--- config.mk ---
export PLATFORM = sky130hd
export DESIGN_NAME = imem_loader
export DESIGN_NICKNAME = d
export VERILOG_FILES = /design/src/rtl/mips_pkg.sv /design/src/rtl/imem_word_assembler.sv /design/src/rtl/imem_loader.sv
export SDC_FILE = /design/constraint.sdc
export NUM_CORES = 1
export LEC_CHECK = 0
export CAP_MARGIN = 10
export CORE_ASPECT_RATIO = 1.2
export CORE_MARGIN = 8
export CORE_UTILIZATION = 55
export CTS_CLUSTER_DIAMETER = 120
export CTS_CLUSTER_SIZE = 25
export DETAILED_ROUTE_END_ITERATION = 10
export PLACE_DENSITY = 0.79
export SYNTH_ARGS = -nofsm -noshare
export SYNTH_HDL_FRONTEND = slang
export SYNTH_SLANG_ARGS = --single-unit
--- constraint.sdc ---
create_clock -name clk -period 3.27 [get_ports clk]
set_input_delay 0.4905 -clock clk [delete_from_list [all_inputs] [get_ports clk]]
set_output_delay 0.4905 -clock clk [all_outputs]
set_load 0.02 [all_outputs]
--- src/rtl/mips_pkg.sv ---
// Shared types and widths for the instruction-memory loader and its byte-to-word assembler.
package mips_pkg;

   localparam int WORD_W = 32;
   localparam int BYTE_W = 8;
   localparam int LEN_W  = 16;

   typedef enum logic [2:0] {
      S_IDLE   = 3'd0,
      S_LEN_HI = 3'd1,
      S_LEN_LO = 3'd2,
      S_DATA   = 3'd3,
      S_CSUM   = 3'd4,
      S_DONE   = 3'd5,
      S_ERROR  = 3'd6
   } loader_state_e;

endpackage

--- src/rtl/imem_word_assembler.sv ---
// Big-endian byte-to-word shift register; word_valid pulses the cycle after the 4th byte lands.
module imem_word_assembler
   import mips_pkg::*;
(
   input  logic              clk,
   input  logic              reset,
   input  logic              clear,
   input  logic              byte_valid,
   input  logic [BYTE_W-1:0] byte_data,
   output logic              word_last,
   output logic              word_valid,
   output logic [WORD_W-1:0] word_data
);

   logic [1:0]               idx_q, idx_d;
   logic [WORD_W-BYTE_W-1:0] shift_q, shift_d;
   logic [WORD_W-1:0]        word_q, word_d;
   logic                     valid_q, valid_d;

   assign word_last  = byte_valid && (idx_q == 2'd3);
   assign word_valid = valid_q;
   assign word_data  = word_q;

   always_comb begin
      idx_d   = idx_q;
      shift_d = shift_q;
      word_d  = word_q;
      valid_d = 1'b0;
      if (clear) begin
         idx_d = '0;
      end else if (byte_valid) begin
         idx_d   = idx_q + 2'd1;
         shift_d = {shift_q[WORD_W-2*BYTE_W-1:0], byte_data};
         // word_q only moves on a completed word so the write data holds between strobes
         if (idx_q == 2'd3) begin
            word_d  = {shift_q, byte_data};
            valid_d = 1'b1;
         end
      end
   end

   always_ff @(posedge clk) begin
      if (reset) begin
         idx_q   <= '0;
         shift_q <= '0;
         word_q  <= '0;
         valid_q <= 1'b0;
      end else begin
         idx_q   <= idx_d;
         shift_q <= shift_d;
         word_q  <= word_d;
         valid_q <= valid_d;
      end
   end

endmodule

--- src/rtl/imem_loader.sv ---
// Loads a length-prefixed big-endian byte stream into the instruction memory write port.
// Defining IMEM_LOADER_CHECKSUM_EN adds a trailing XOR checksum byte (CSUM state).
module imem_loader
   import mips_pkg::*;
#(
   parameter int ADDR_W    = 10,
   parameter int BASE_ADDR = 0
) (
   input  logic              clk,
   input  logic              reset,
   input  logic              start,
   input  logic              in_valid,
   input  logic [BYTE_W-1:0] in_data,
   output logic              in_ready,
   output logic              mem_we,
   output logic [ADDR_W-1:0] mem_addr,
   output logic [WORD_W-1:0] mem_wdata,
   output logic              busy,
   output logic              done,
   output logic              err
);

   localparam logic [31:0] ROOM = 32'((1 << ADDR_W) - BASE_ADDR);
`ifdef IMEM_LOADER_CHECKSUM_EN
   localparam loader_state_e AFTER_DATA = S_CSUM;
`else
   localparam loader_state_e AFTER_DATA = S_DONE;
`endif

   loader_state_e     state_q, state_d;
   logic [LEN_W-1:0]  count_q, count_d;
   logic [LEN_W-1:0]  word_idx_q, word_idx_d;
   logic [ADDR_W-1:0] mem_addr_q, mem_addr_d;
   logic [LEN_W-1:0]  len_full;
   logic              start_ok, data_fire, word_last, last_word;

   assign start_ok  = start && ((state_q == S_IDLE) || (state_q == S_DONE) || (state_q == S_ERROR));
   assign data_fire = (state_q == S_DATA) && in_valid;
   assign len_full  = {count_q[LEN_W-1:BYTE_W], in_data};
   assign last_word = (word_idx_q == (count_q - LEN_W'(1)));
   assign mem_addr  = mem_addr_q;

   imem_word_assembler u_asm (
      .clk        (clk),
      .reset      (reset),
      .clear      (start_ok),
      .byte_valid (data_fire),
      .byte_data  (in_data),
      .word_last  (word_last),
      .word_valid (mem_we),
      .word_data  (mem_wdata)
   );

`ifdef IMEM_LOADER_CHECKSUM_EN
   logic [BYTE_W-1:0] csum_q, csum_d;

   always_comb begin
      csum_d = csum_q;
      if (start_ok)       csum_d = '0;
      else if (data_fire) csum_d = csum_q ^ in_data;
   end

   always_ff @(posedge clk) begin
      if (reset) csum_q <= '0;
      else       csum_q <= csum_d;
   end
`endif

   always_ff @(posedge clk) begin
      if (reset) begin
         state_q    <= S_IDLE;
         count_q    <= '0;
         word_idx_q <= '0;
         mem_addr_q <= ADDR_W'(BASE_ADDR);
      end else begin
         state_q    <= state_d;
         count_q    <= count_d;
         word_idx_q <= word_idx_d;
         mem_addr_q <= mem_addr_d;
      end
   end

   always_comb begin
      state_d = state_q;
      unique case (state_q)
         S_IDLE, S_DONE, S_ERROR: if (start) state_d = S_LEN_HI;
         S_LEN_HI: if (in_valid) state_d = S_LEN_LO;
         S_LEN_LO: begin
            if (in_valid) begin
               if (len_full == '0)                  state_d = AFTER_DATA;
               else if ({16'd0, len_full} > ROOM)   state_d = S_ERROR;
               else                                 state_d = S_DATA;
            end
         end
         // leave on the last byte; the assembler still issues that word's write next cycle
         S_DATA: if (word_last && last_word) state_d = AFTER_DATA;
`ifdef IMEM_LOADER_CHECKSUM_EN
         S_CSUM: if (in_valid) state_d = (in_data == csum_q) ? S_DONE : S_ERROR;
`endif
         default: state_d = S_IDLE;
      endcase
   end

   always_comb begin
      count_d    = count_q;
      word_idx_d = word_idx_q;
      mem_addr_d = mem_addr_q;
      if (start_ok) begin
         count_d    = '0;
         word_idx_d = '0;
      end else if ((state_q == S_LEN_HI) && in_valid) begin
         count_d = {in_data, count_q[BYTE_W-1:0]};
      end else if ((state_q == S_LEN_LO) && in_valid) begin
         count_d = len_full;
      end else if (word_last) begin
         mem_addr_d = ADDR_W'(BASE_ADDR) + word_idx_q[ADDR_W-1:0];
         word_idx_d = word_idx_q + LEN_W'(1);
      end
   end

   always_comb begin
      in_ready = 1'b0;
      busy     = 1'b0;
      done     = 1'b0;
      err      = 1'b0;
      unique case (state_q)
         S_LEN_HI, S_LEN_LO, S_DATA, S_CSUM: begin
            in_ready = 1'b1;
            busy     = 1'b1;
         end
         S_DONE:  done = 1'b1;
         S_ERROR: err  = 1'b1;
         default: ;
      endcase
   end

endmodule

==> impl_results.md <==
- Half-perimeter wire length after detailed placement: 7780 um
- Final Skew: 0.0109 ns
- Core Util, Final: 66.6%
- Clock-pin slew reported for the worst setup and hold paths after clock tree synthesis: 0.11 ns
- Async set-reset flop share out of synthesis: 0%
- Remaining antenna violation count: 0
- Sum Neg Setup Slack: 0 ns
- Row count: 36
- Clock power frac: 30.4%
- Number of enable-type register cells in the synthesized netlist: 0
- Standby leakage power: 1.80 nW
- Initial core utilization: 56.7%
- Combinational Power Share: 20.7%
- Maximum vdd ir drop: 0.359 mV
- Commonest cells in the synthesized netlist: nand2_1 (181), dfxtp_1 (104), a21oi_1 (87)
- Mean Syn Cell Area: 7.69 um2
- Routed wire length: 11100 um
- Worst slew margin relative to its limit: 53.0%
- Endpoint kind of the worst setup timing path: flop
- Max Buffers Root-to-Sink: 2
- Routed WL per cell: 15.1 um
- Remaining global-route overflow: 0
- Result of the run: completed
- Core area: 8110 um2
- Register-to-register setup slack: 0.71 ns
- Worst-margin pin slew: 0.695 ns
- Ports placed on the boundary: 59
- Worst reg2reg startpoint: count_q[1]
- Most frequent cell after synthesis: nand2_1
- Number of antenna cells inserted: 0
- Post-synthesis cell count: 598
- Netlist area before placement: 4600 um2
- Final min period: 2.56 ns
- Routability Congestion: 0.857
- CTS hold repair buffers: 0
- Clock insertion delay at the later pin of the skew report: 0.37 ns
- Number of global-route vias before repair: 3901
- Final count of pins violating max slew: 0
- Pin count of the biggest net entering global routing: 73
- Sequential share of power: 48.9%
- Clock root cell: clkbuf_8
- Period utilization: 78.4%
- Reported max-cap violation count: 0
- Layout cell share with drive strength beyond 1: 4.55%
- Non-filler cells, final: 732
- Chip Height: 116 um
- Critical Path Fanout Max: 8
- H-tree levels: 3
- Worst reg2reg path depth: 8
- Hold Path Class: reg -> reg
- Distinct cell type count of the synthesized netlist: 51
- Horizontal extent of the die: 99.5 um
- Placed Cells: 716
- Net Count, Synth: 613
- Critical path startpoint: count_q[1]
- Power density normalized to cell area: 523 nW/um2
- TritonCTS clock tree: built
- GRT Total Usage: 19.5%
- Total power of the final layout: 0.00282 W
- Fraction of power spent switching nets: 31.8%
- Count of filler cells inserted in the layout: 714
- Setup repair after global routing missed its margin: false
- Proportion of netlist area held by the largest area contributor: 45.3%
- Floorplan die area: 11600 um2
- Critical Path Start Type: flop
- Number of hold-slack violations in the final timing report: 0
- Library cell occupying the most area in the post-synthesis netlist: dfxtp_1
- Finish-stage setup viols: 0
- Net load switching power: 0.000896 W
- Total of buffers placed on input and output ports: 58
- Sinks on Clock Net: 104
- Count of TritonRoute iterations in the first routing pass: 4
- Wire length of the first global-routing pass: 18500 um
- Via count normalized by instance count: 5.64
- Part of the Yosys area used for sequential elements: 45.3%
- Number of clock buffers inserted by TritonCTS: 9
- DRC violation total after the first TritonRoute iteration: 221
- Antenna violations before repair: 0
- Post-CTS setup repair buffer count: 0
- Register bit total from synthesis: 104
- Arrival time of data at the critical path endpoint: 2.83 ns
- Synth-to-Final Area Change: 17.4%
- Startpoint of the tightest hold check path: u_asm.shift_q[21]
- Number of cells on the worst hold path: 2
- Via count of the routed design: 4129
- Resized cells post-CTS: 0
- Top cells by area in the synthesized netlist: dfxtp_1 (45%), nand2_1 (15%), a21oi_1 (9.5%)
- Drc violations: 0
- Count of nets after finishing: 647
- Data required time of the critical path: 3.53 ns
- Most frequently used flop master after synthesis: dfxtp_1
- End of the worst hold path: u_asm.word_data[29]
- Maximum operating frequency: 390 MHz
- Critical path class: reg -> reg
- Yosys warning total: 0
- FF-to-FF End: state_q[0]
- Cell Int Power: 0.00192 W
==> power groups by stage <==
stage	logic [W]	registers, W	clock network, W
global route	0.000639	0.00139	0.000930
finish	0.000583	0.00138	0.000859
CTS	0.000579	0.00138	0.000873
detailed placement	0.000576	0.00140	0
global placement	0.000563	0.00140	0
floorplan	0.000477	0.00136	0
==> stage by stage <==
| stage | instance area [um2] | setup slack (ns) | hold slack (ns) |
|---|---|---|---|
| global route | 5400 | 0.553 | 0.481 |
| CTS | 5400 | 0.730 | 0.464 |
| floorplan | 4600 | 0.964 | 0.432 |
| finish | 5400 | 0.706 | 0.461 |
| global placement | 5180 | 0.675 | 0.443 |
| detailed placement | 5180 | 0.626 | 0.448 |
==> cells in the final DEF, fill, tap and decap left out, types with 6 or more instances in the layout <==
| cell type | count |
|---|---|
| nor4_1 | 7 |
| dfxtp_1 | 104 |
| xnor2_1 | 23 |
| xor2_1 | 12 |
| and2_1 | 6 |
| or3_1 | 8 |
| nand3_1 | 7 |
| nand4_1 | 7 |
| nor3_1 | 9 |
| clkbuf_8 | 9 |
| inv_1 | 7 |
| buf_4 | 9 |
| a21oi_1 | 87 |
| clkdlybuf4s50_1 | 57 |
| o21ai_0 | 8 |
| nor2_1 | 34 |
| nand2_1 | 181 |
==> how the worst max path moves through the flow <==
stage                        to  slack [ns]  depth (start not counted)
floorplan            state_q[0]        0.96                          9
global route         state_q[0]        0.55                          8
detailed placement  mem_addr[9]        0.63                          7
global placement    mem_addr[9]        0.68                          7
CTS                         err        0.73                          3
finish               state_q[0]        0.71                          8
==> area by class of cell <==
| class | count | area [um2] | area share (%) |
|---|---|---|---|
| multi-input cells | 443 | 2310 | 42.8 |
| flip-flops and latches | 104 | 2080 | 38.6 |
| repair buffers | 67 | 643 | 11.9 |
| clock buffers | 9 | 124 | 2.29 |
| well taps | 95 | 119 | 2.20 |
| clock inverters | 7 | 95.1 | 1.76 |
| inverters | 7 | 26.3 | 0.487 |
==> cells by family after synthesis <==
| logic type | share of synthesized area, % |
|---|---|
| xor gates and xnor gates | 6.67 |
| AOI/OAI and AO/OA | 15.7 |
| buffers and inverters | 4.52 |
| and+or+nand+nor | 26.8 |
| muxes | 0.218 |
| adders and majority gates | 0.816 |
| DFF | 45.3 |
==> metal layers <==
layer	track usage (%)	wire length, um
met2	34.8	5590
met3	3.94	498
met4	6.47	172
met1	22.7	4810
met5	0	0
==> worst max-delay path: stages (launching register included) <==
cell and delay [ns]:
dfxtp_1 0.35, inv_1 0.06, ha_1 0.27, or4b_1 0.60, a2bb2oi_1 0.18, a211o_1 0.28
a221oi_2 0.26, nand4_1 0.21, a22o_1 0.25
==> sequential cells by signal (all words and copies together) (netlist names) <==
signal / cells
u_asm.word_data: 32
u_asm.shift_q: 24
count_q: 16
word_idx_q: 16
mem_addr: 10
state_q: 3
u_asm.idx_q: 2
u_asm.word_valid: 1
Power figures use the tool's default switching activity.
